--- config.mk ---
export PLATFORM = sky130hd
export DESIGN_NAME = fb_reader
export DESIGN_NICKNAME = d
export VERILOG_FILES = /design/src/rtl/fb_reader.sv
export SDC_FILE = /design/constraint.sdc
export NUM_CORES = 1
export LEC_CHECK = 0
export CORE_ASPECT_RATIO = 1.5
export CORE_UTILIZATION = 40
export CTS_BUF_LIST = sky130_fd_sc_hd__clkbuf_4
export DETAILED_ROUTE_END_ITERATION = 16
export REMOVE_ABC_BUFFERS = 1
export SLEW_MARGIN = 20
export SYNTH_ARGS = -nofsm -noshare
export SYNTH_HDL_FRONTEND = slang
export SYNTH_SLANG_ARGS = --single-unit
--- constraint.sdc ---
create_clock -name clk -period 4.9 [get_ports clk]
set_input_delay 1.225 -clock clk [delete_from_list [all_inputs] [get_ports clk]]
set_output_delay 1.225 -clock clk [all_outputs]
set_load 0.02 [all_outputs]
--- src/rtl/fb_reader.sv ---
// Frame-buffer reader: walks a HDISP x VDISP frame over Wishbone classic reads,
// one outstanding request at a time, and streams pixels out through a small FIFO.
module fb_reader #(
  parameter int HDISP      = 800,
  parameter int VDISP      = 480,
  parameter int FIFO_DEPTH = 8
) (
  input  logic        clk,
  input  logic        rst_n,
  input  logic        frame_en,
  output logic        wshb_cyc,
  output logic        wshb_stb,
  output logic        wshb_we,
  output logic [31:0] wshb_adr,
  output logic [3:0]  wshb_sel,
  output logic [2:0]  wshb_cti,
  output logic [1:0]  wshb_bte,
  input  logic [31:0] wshb_dat_sm,
  input  logic        wshb_ack,
  output logic [23:0] pix_data,
  output logic        pix_sof,
  output logic        pix_valid,
  input  logic        pix_ready
);

  localparam int XW = (HDISP > 1) ? $clog2(HDISP) : 1;
  localparam int YW = (VDISP > 1) ? $clog2(VDISP) : 1;
  localparam int AW = (FIFO_DEPTH > 1) ? $clog2(FIFO_DEPTH) : 1;
  localparam int CW = AW + 1;

  localparam logic [XW-1:0] X_LAST = XW'(HDISP - 1);
  localparam logic [YW-1:0] Y_LAST = YW'(VDISP - 1);

  localparam logic [0:0] ST_IDLE = 1'b0;
  localparam logic [0:0] ST_RUN  = 1'b1;

  logic [0:0]    state_q, state_d;
  logic [XW-1:0] x_q, x_d;
  logic [YW-1:0] y_q, y_d;
  logic          stb_q, stb_d;
  logic [AW-1:0] wr_ptr_q, wr_ptr_d;
  logic [AW-1:0] rd_ptr_q, rd_ptr_d;
  logic [CW-1:0] count_q, count_d;
  logic [24:0]   fifo_mem_q [FIFO_DEPTH];

  logic          push;
  logic          pop;
  logic          room;
  logic          last_x;
  logic          last_y;
  logic          first_pix;
  logic [31:0]   pix_idx;
  logic          unused_dat_hi;

  // Only the slave's acknowledge of our own strobe counts; stray acks are dropped.
  assign push      = stb_q && wshb_ack;
  assign pop       = (count_q != '0) && pix_ready;
  // count < DEPTH keeps one slot free for the single read that may be in flight.
  assign room      = count_q < CW'(FIFO_DEPTH);
  assign last_x    = (x_q == X_LAST);
  assign last_y    = (y_q == Y_LAST);
  assign first_pix = (x_q == '0) && (y_q == '0);

  assign unused_dat_hi = ^wshb_dat_sm[31:24];

  // ---------------------------------------------------------------------------
  // Request FSM and pixel counters
  // ---------------------------------------------------------------------------
  always_comb begin
    // NOTE: every always_comb output gets a default first so no path leaves it
    // unassigned -- otherwise synthesis infers a latch.
    state_d = state_q;
    stb_d   = stb_q;
    x_d     = x_q;
    y_d     = y_q;

    case (state_q)
      ST_IDLE: begin
        stb_d = 1'b0;
        if (frame_en) begin
          state_d = ST_RUN;
          stb_d   = room;
        end
      end

      ST_RUN: begin
        if (stb_q) begin
          if (wshb_ack) begin
            stb_d = 1'b0;
            if (last_x) begin
              x_d = '0;
              y_d = last_y ? '0 : y_q + YW'(1);
            end else begin
              x_d = x_q + XW'(1);
            end
            if (last_x && last_y && !frame_en) begin
              state_d = ST_IDLE;
            end
          end
        end else begin
          stb_d = room;
        end
      end

      default: begin
        state_d = ST_IDLE;
        stb_d   = 1'b0;
      end
    endcase
  end

  // NOTE: sequential state uses non-blocking assignments only, so every flop
  // samples the pre-edge value of every other flop regardless of block order.
  always_ff @(posedge clk or negedge rst_n) begin
    if (!rst_n) begin
      state_q <= ST_IDLE;
      stb_q   <= 1'b0;
      x_q     <= '0;
      y_q     <= '0;
    end else begin
      state_q <= state_d;
      stb_q   <= stb_d;
      x_q     <= x_d;
      y_q     <= y_d;
    end
  end

  // ---------------------------------------------------------------------------
  // Show-ahead pixel FIFO
  // ---------------------------------------------------------------------------
  always_comb begin
    wr_ptr_d = push ? wr_ptr_q + AW'(1) : wr_ptr_q;
    rd_ptr_d = pop  ? rd_ptr_q + AW'(1) : rd_ptr_q;
    count_d  = count_q;
    case ({push, pop})
      2'b10:   count_d = count_q + CW'(1);
      2'b01:   count_d = count_q - CW'(1);
      default: count_d = count_q;
    endcase
  end

  always_ff @(posedge clk or negedge rst_n) begin
    if (!rst_n) begin
      wr_ptr_q <= '0;
      rd_ptr_q <= '0;
      count_q  <= '0;
    end else begin
      wr_ptr_q <= wr_ptr_d;
      rd_ptr_q <= rd_ptr_d;
      count_q  <= count_d;
    end
  end

  // NOTE: the storage array is deliberately not reset; the pointers and count
  // already mark every entry invalid, and a reset would stop RAM inference.
  always_ff @(posedge clk) begin
    if (push) begin
      fifo_mem_q[wr_ptr_q] <= {first_pix, wshb_dat_sm[23:0]};
    end
  end

  // ---------------------------------------------------------------------------
  // Outputs
  // ---------------------------------------------------------------------------
  assign pix_idx  = 32'(x_q) + 32'(y_q) * 32'(HDISP);
  assign wshb_adr = pix_idx << 2;

  assign wshb_stb = stb_q;
  assign wshb_cyc = stb_q;
  assign wshb_we  = 1'b0;
  assign wshb_sel = 4'b1111;
  assign wshb_cti = 3'b000;
  assign wshb_bte = 2'b00;

  assign pix_valid = (count_q != '0);
  assign pix_data  = fifo_mem_q[rd_ptr_q][23:0];
  assign pix_sof   = fifo_mem_q[rd_ptr_q][24];

endmodule

==> summary.md, run 1 <==
| Metric | Value |
|---|---|
| Outcome | `finished with violations` |
| Failing checks | `setup timing` |
| Setup ws final | `-0.247 ns` |
| GRT Overall Usage | `16.3%` |
| Core Rows | `72` |
| FF-to-FF path depth | `10` |
| Seq/Total Area, Yosys | `64.6%` |
| Via count | `5821` |
| Mapped Avg Cell Area | `16.9 um2` |
| Max-slew headroom | `35.3%` |
| CTS Buf Count | `52` |
| Post-synth EDFFs | `200` |
| Routed vias/inst | `about 5.1` |
| Period utilization | `105%` |
| Initial core utilization | `between 40 and 50%` |
| Placed instance area | `approximately 12000 um2` |
| Cell area after layout | `13000 um2` |
| Max Freq | `0.194 GHz` |
| Root buf cell | `clkbuf_4` |
| Leading post-synthesis cells by cell area | `edfxtp_1 57%, mux4_2 11%, dfrtp_1 7.4%, ha_1 5.8%, mux2_2 2.9%` |
| Critical Path End Type | `output port` |
| Slew Viols, Final | `0` |
| Critical-path maximum fanout | `3` |
| Pin count of the biggest net entering global routing | `30` |
| CP Data Required Time | `3.67 ns` |
| YS warnings | `0` |
| First-pass GRT wire length | `33300 um` |
| Worst-margin pin slew | `between 0.9 and 1 ns` |
| Post-CTS Hold Fix Bufs | `0` |
| # DRC | `0` |
| Core Area | `25800 um2` |
| Gpl congestion | `0.821` |
| Worst hold path type | `reg2reg` |
| Initial DRT Pass Iterations | `4` |
| Initial antenna violation count | `1` |
| Port Buffers | `76` |
| Depth of the worst hold-timing path | `1` |
| Vias in the first global route | `6406` |
| Setup Slack @ Placement | `-0.249 ns` |
| WL/cell | `18.4 um` |
| Minimum clock period | `5.15 ns` |
| Post-synth ARST share | `13.4%` |
| # IOs | `107` |
| Arrival time at the worst endpoint | `~4 ns` |
| Die Height | `200 um` |
| Final Hold Viols | `0` |
| Final core utilization | `roughly half` |
| Max Cap Viol | `0` |
| RSZ-0062 raised after global routing | `yes` |
| Skew-Pair Late Insertion Delay | `0.69 ns` |
| Sink Count | `231` |
| Fin cells | `1147` |
| Final wirelength | `21100 um` |
| Grt total ovfl | `0` |
| Synth top area share | `57.2%` |
| Post-synth cell types | `47` |
| CTS tree | `done` |
| 1st-iter DRT viols | `195` |
| Max Root-Sink Buffers | `3` |
| Yosys top cell by area | `edfxtp_1` |
| Commonest non-fill, non-tap cell in the layout | `edfxtp_1` |
| Area Overhead vs Synth | `23.5%` |
| Worst-path clk slew | `approximately 0.070 ns` |
| #FFs+latches synth | `231` |
| Mapped cell area | `10500 um2` |
| Die ar. | `approximately 27000 um2` |
| Highest-count cells in the layout ignoring fill and taps | `200 x edfxtp_1, 74 x clkbuf_4, 67 x clkdlybuf4s50_1` |
| Cells after Synth | `621` |
| Layout cells sized above 1 | `35.2%` |
| Power per standard cell area | `472 nW/um2` |
| Placed Cells | `roughly 1.0k` |
| Peak supply drop | `0.304 mV` |
| H-tree levels | `2` |
| Worst Skew | `0.0322 ns` |
| Leakage | `approximately 4.8 nW` |
| Ys flop type | `edfxtp_1` |
| Crit Path Class | `reg2out` |
| Final setup viols | `5` |
| Width of the die | `134 um` |
| Nets | `868` |
| Remaining antenna violation count | `0` |
| HPWL after DPL | `roughly 13000 um` |
| Startpoint types | `register` |
==> where the power goes <==
part           switching, mW  internal [mW]
clock network          0.704          0.851
logic                  0.916           1.05
registers              0.231           2.36
==> metrics by stage <==
step	total power, mW	hold slack [ns]	TNS [ns]
global placement	4.60	0.464	-0.922
CTS	6.22	0.486	-1.38
floorplan	3.85	0.456	0
finish	6.12	0.481	-1.15
detailed placement	4.64	0.472	-1.06
global route	6.43	0.496	-2.59
==> cell type report <==
type,instances,area (um2)
timing repair buffer,130,1190
inverter,37,139
multi-input combinational,324,3730
fill,2196,12800
sequential,231,6790
clock buffer,74,556
antenna,1,2.50
clock inverter,17,146
tap,333,417
==> what timing repair did <==
action,in CTS,in global routing
setup buffers,7,3
gates cloned,0,0
setup endpoints to repair,10,10
gates resized for setup,79,16
pin swaps,31,17
==> registers in the layout, summed over array words and instances (netlist names) <==
signal and cells:
fifo_mem_q 200, x_q 10, y_q 9, count_q 4, rd_ptr_q 3, wr_ptr_q 3
state_q 1, wshb_cyc 1
==> worst max-delay path, cell delays in order (launching register included) <==
cell      delay, ns
dfrtp_1        0.41
inv_2          0.09
ha_4           0.20
ha_4           0.26
inv_2          0.03
fa_1           0.51
inv_2          0.05
ha_4           0.25
a21o_1         0.21
a311oi_4       0.32
buf_4          0.19
o21ai_4        0.08
xor2_2         0.22
nand3_2        0.15
xnor2_2        0.16
buf_4          0.16
==> cells in the mapped netlist, types with 3 or more instances <==
cell,number
nor2_1,13
dfrtp_1,31
mux2_2,27
nor3_1,10
edfxtp_1,200
buf_4,28
xnor2_1,17
nand2b_1,3
nand2_1,23
a21oi_1,14
xor2_1,19
buf_2,9
clkbuf_1,11
fa_1,6
o21ai_0,14
ha_1,49
nand4_1,5
nand3_1,9
a21o_1,5
mux4_2,50
inv_1,37
and3_1,6
==> path summary, 6_finish.rpt <==
| check | from | slack, ns | to |
|---|---|---|---|
| hold reg to reg | rd_ptr_q[2] | 0.48 | rd_ptr_q[2] |
| max in group asynchronous | rst_n | 3.13 | rd_ptr_q[0] |
| setup reg to reg | count_q[3] | 2.27 | count_q[3] |
| hold / removal | rd_ptr_q[2] | 0.48 | rd_ptr_q[2] |
| setup / recovery | y_q[4] | -0.25 | wshb_adr[19] |
| min in group asynchronous | rst_n | 1.10 | y_q[5] |
==> logic make-up (layout without fill, tap and decap cells) <==
group / Yosys count / in the layout / share of synthesized area (%)
buffers and inverters: 86 / 258 / 4.18
xor gates and xnor gates: 36 / 36 / 3.00
DFF: 231 / 231 / 64.6
and+or+nand+nor: 85 / 85 / 4.38
other: 2 / 23 / 0.0716
adders and majority gates: 55 / 55 / 6.99
muxes: 79 / 79 / 13.8
AOI/OAI and AO/OA: 47 / 47 / 2.93
==> metal layers <==
metal	part of all wire [%]	global-route usage [%]
met1	37	17.0
met2	55	30.6
met3	4.5	3.34
met4	3.2	7.70
met5	0	0
(Power assumes the default switching activity.)
==> run 2: changes to the inputs <==
--- a/config.mk
+++ b/config.mk
@@ -6,6 +6,7 @@
 export NUM_CORES = 1
 export LEC_CHECK = 0
 export CORE_ASPECT_RATIO = 1.5
+export CORE_MARGIN = 8
 export CORE_UTILIZATION = 40
 export CTS_BUF_LIST = sky130_fd_sc_hd__clkbuf_4
 export DETAILED_ROUTE_END_ITERATION = 16
==> run 2 against run 1 <==
Effect of this change: largest cell class unchanged; clock power down 3%; worst setup slack worse by 0.097 ns; clock-buffer cell count grew 5; the flow still finishes with violations (setup timing); register-to-register slack better by 0.04 ns; die area up 18%; critical path type unchanged; sequential share of layout area down 0.071 points; critical path depth grew 1; core utilization increased by 0.078 points.
==> summary.md, run 2 (synthesized netlist as in run 1, its figures left out) <==
| Metric | Value |
|---|---|
| Outcome | `finished with violations` |
| Failing checks | `setup timing` |
| Startpoint types | `register` |
| Final wirelength | `22200 um (+5.3%)` |
| Max Cap Viol | `0 (unchanged)` |
| GRT Overall Usage | `14.3% (-2.0 points)` |
| Placed instance area | `11800 um2 (-0.25%)` |
| # IOs | `107 (unchanged)` |
| Grt total ovfl | `0 (unchanged)` |
| Final Hold Viols | `0 (unchanged)` |
| CP Cell Sequence | `buf_6 -> ha_4 -> ha_4 -> inv_2 -> fa_1 -> inv_2 -> ha_4 -> a21o_1 -> a311oi_4 -> buf_4 -> o21ai_4 -> buf_6 -> a31oi_4 -> xnor2_2 -> xor2_1 -> buf_4` |
| Minimum clock period | `5.24 ns (+0.0972 ns)` |
| Max Freq | `0.191 GHz (-1.9%)` |
| Layout cells sized above 1 | `35.3% (+0.11 points)` |
| Initial antenna violation count | `2 (+1)` |
| Area Overhead vs Synth | `23.7%` |
| Fillcell total | `2253 (+2.6%)` |
| RSZ-0062 raised after global routing | `yes` |
| CP Data Required Time | `3.67 ns (about the same)` |
| Setup Slack @ Placement | `-0.207 ns (+0.0412 ns)` |
| Worst Hold End | `count_q[3]` |
| R2R Setup Slk | `2.31 ns (+0.04 ns)` |
| Levels on crit path | `16 (+1)` |
| Worst Hold Launch | `count_q[3]` |
| CTS Buf Count | `53 (+1.9%)` |
| Cell area after layout | `13000 um2 (+0.16%)` |
| Max-slew headroom | `35.8% (+0.51 points)` |
| 1st-iter DRT viols | `300 (+54%)` |
| Root buf cell | `clkbuf_4` |
| Max Root-Sink Buffers | `3 (unchanged)` |
| Crit Path Class | `reg2out` |
| Depth of the worst hold-timing path | `1 (unchanged)` |
| Largest regs | `fifo_mem_q x200, x_q x10, y_q x9` |
| Die Height | `214 um (+7.0%)` |
| Worst Skew | `0.0309 ns (-0.00132 ns)` |
| Period utilization | `107% (+2.0 points)` |
| Critical R2R Capture | `count_q[3]` |
| Port Buffers | `76 (unchanged)` |
| Worst hold path type | `reg2reg` |
| CP bufs+invs | `6 (+1)` |
| Nets | `871 (+0.35%)` |
| Vias in the first global route | `6536 (+2.0%)` |
| Crit-path most repeated cell | `ha_4` |
| WL/cell | `19.3 um (+4.8%)` |
| Critical Path End Type | `output port` |
| Core Area | `25800 um2 (unchanged)` |
| Slowest stage delay, CP | `0.53 ns (+0.02 ns)` |
| First-pass GRT wire length | `35400 um (+6.2%)` |
| Highest-count cells in the layout ignoring fill and taps | `200 x edfxtp_1, 79 x clkbuf_4, 67 x clkdlybuf4s50_1` |
| CTS tree | `done` |
| Power per standard cell area | `468 nW/um2 (-0.74%)` |
| Max stage delay cell, worst path | `fa_1` |
| Core Rows | `72 (unchanged)` |
| Routed vias/inst | `5.05 (-0.52%)` |
| Skew-Pair Late Insertion Delay | `0.66 ns (-0.03 ns)` |
| Fin cells | `1153 (+0.52%)` |
| Arrival time at the worst endpoint | `4.02 ns (+0.10 ns)` |
| Placed Cells | `1043 (-0.29%)` |
| R2R Path Start | `count_q[3]` |
| Leakage | `4.81 nW (-0.13%)` |
| FF-to-FF path depth | `10 (unchanged)` |
| Slew Viols, Final | `0 (unchanged)` |
| Die ar. | `31800 um2 (+18%)` |
| Sum Neg Setup Slack | `-1.30 ns (-0.147 ns)` |
| HPWL after DPL | `14200 um (+6.0%)` |
| H-tree levels | `2 (unchanged)` |
| Max reg flops | `200 (unchanged)` |
| Final setup viols | `6 (+1)` |
| Largest Register | `fifo_mem_q` |
| Peak supply drop | `0.261 mV (-14%)` |
| Sink Count | `231 (unchanged)` |
| Setup ws final | `-0.344 ns (-0.0972 ns)` |
| Pin count of the biggest net entering global routing | `33 (+10%)` |
| Critical-path maximum fanout | `3 (unchanged)` |
| Initial DRT Pass Iterations | `4 (unchanged)` |
| Worst-margin pin slew | `0.960 ns (-0.00770 ns)` |
| Worst-path clk slew | `0.07 ns (about the same)` |
| CP top delay family | `adder cells` |
| Via count | `5821 (unchanged)` |
| # DRC | `0 (unchanged)` |
| Gpl congestion | `0.816 (-0.58%)` |
| Initial core utilization | `40.7% (unchanged)` |
| Commonest non-fill, non-tap cell in the layout | `edfxtp_1` |
| Remaining antenna violation count | `0 (unchanged)` |
| Width of the die | `148 um (+10%)` |
run 2: changes by cell type in the layout (fill, tap and decap cells not counted), sizes merged:
cell and delta:
buf +2, bufinv -2, clkbuf +4, dlygate4sd2 +1
inv +1
run 2: layout make-up:
type | instances | area, um2 | area share (%)
flip-flops and latches | 231 | 6790 | 52.3
multi-input cells | 324 | 3750 | 28.8
repair buffers | 132 | 1210 | 9.33
clock buffers | 79 | 593 | 4.57
well taps | 333 | 417 | 3.21
inverters | 37 | 139 | 1.07
clock inverters | 16 | 87.6 | 0.675
diodes | 1 | 2.50 | 0.0193
run 2: routing by layer:
metal / vias up / track usage [%] / routed length (um)
li1: 2677 / - / -
met1: 2944 / 15.4 / 8360
met2: 145 / 26.3 / 12200
met3: 53 / 3.65 / 1100
met4: 2 / 5.08 / 530
met5: - / 0 / 10
run 2: worst max-delay path by stage:
stage,to,startpoint,slack [ns]
after floorplan,wshb_adr[21],y_q[4],0.15
after CTS,wshb_adr[20],y_q[4],-0.40
after detailed placement,wshb_adr[18],y_q[4],-0.21
after global routing,wshb_adr[20],y_q[4],-0.54
after global placement,wshb_adr[18],y_q[4],-0.14
final,wshb_adr[20],y_q[4],-0.34
run 2: timing repair:
action,4_1_cts,5_1_grt
gates resized for setup,65,18
setup endpoints to repair,10,9
setup buffers,9,6
hold buffers,0,0
pin swaps,20,8
run 2: metrics by stage:
step | hold WS (ns) | util (%) | power [mW]
after CTS | 0.530 | 49.9 | 6.20
after global routing | 0.545 | 50.4 | 6.42
after detailed placement | 0.516 | 45.9 | 4.68
final | 0.522 | 50.4 | 6.08
after floorplan | 0.456 | - | 3.85
after global placement | 0.485 | 45.9 | 4.63
run 2: power by group:
part / leakage [nW] / switching (mW) / internal [mW]
clock: 0.406 / 0.707 / 0.789
sequential: 2.20 / 0.217 / 2.36
combinational: 2.21 / 0.951 / 1.05
total: 4.81 / 1.87 / 4.21
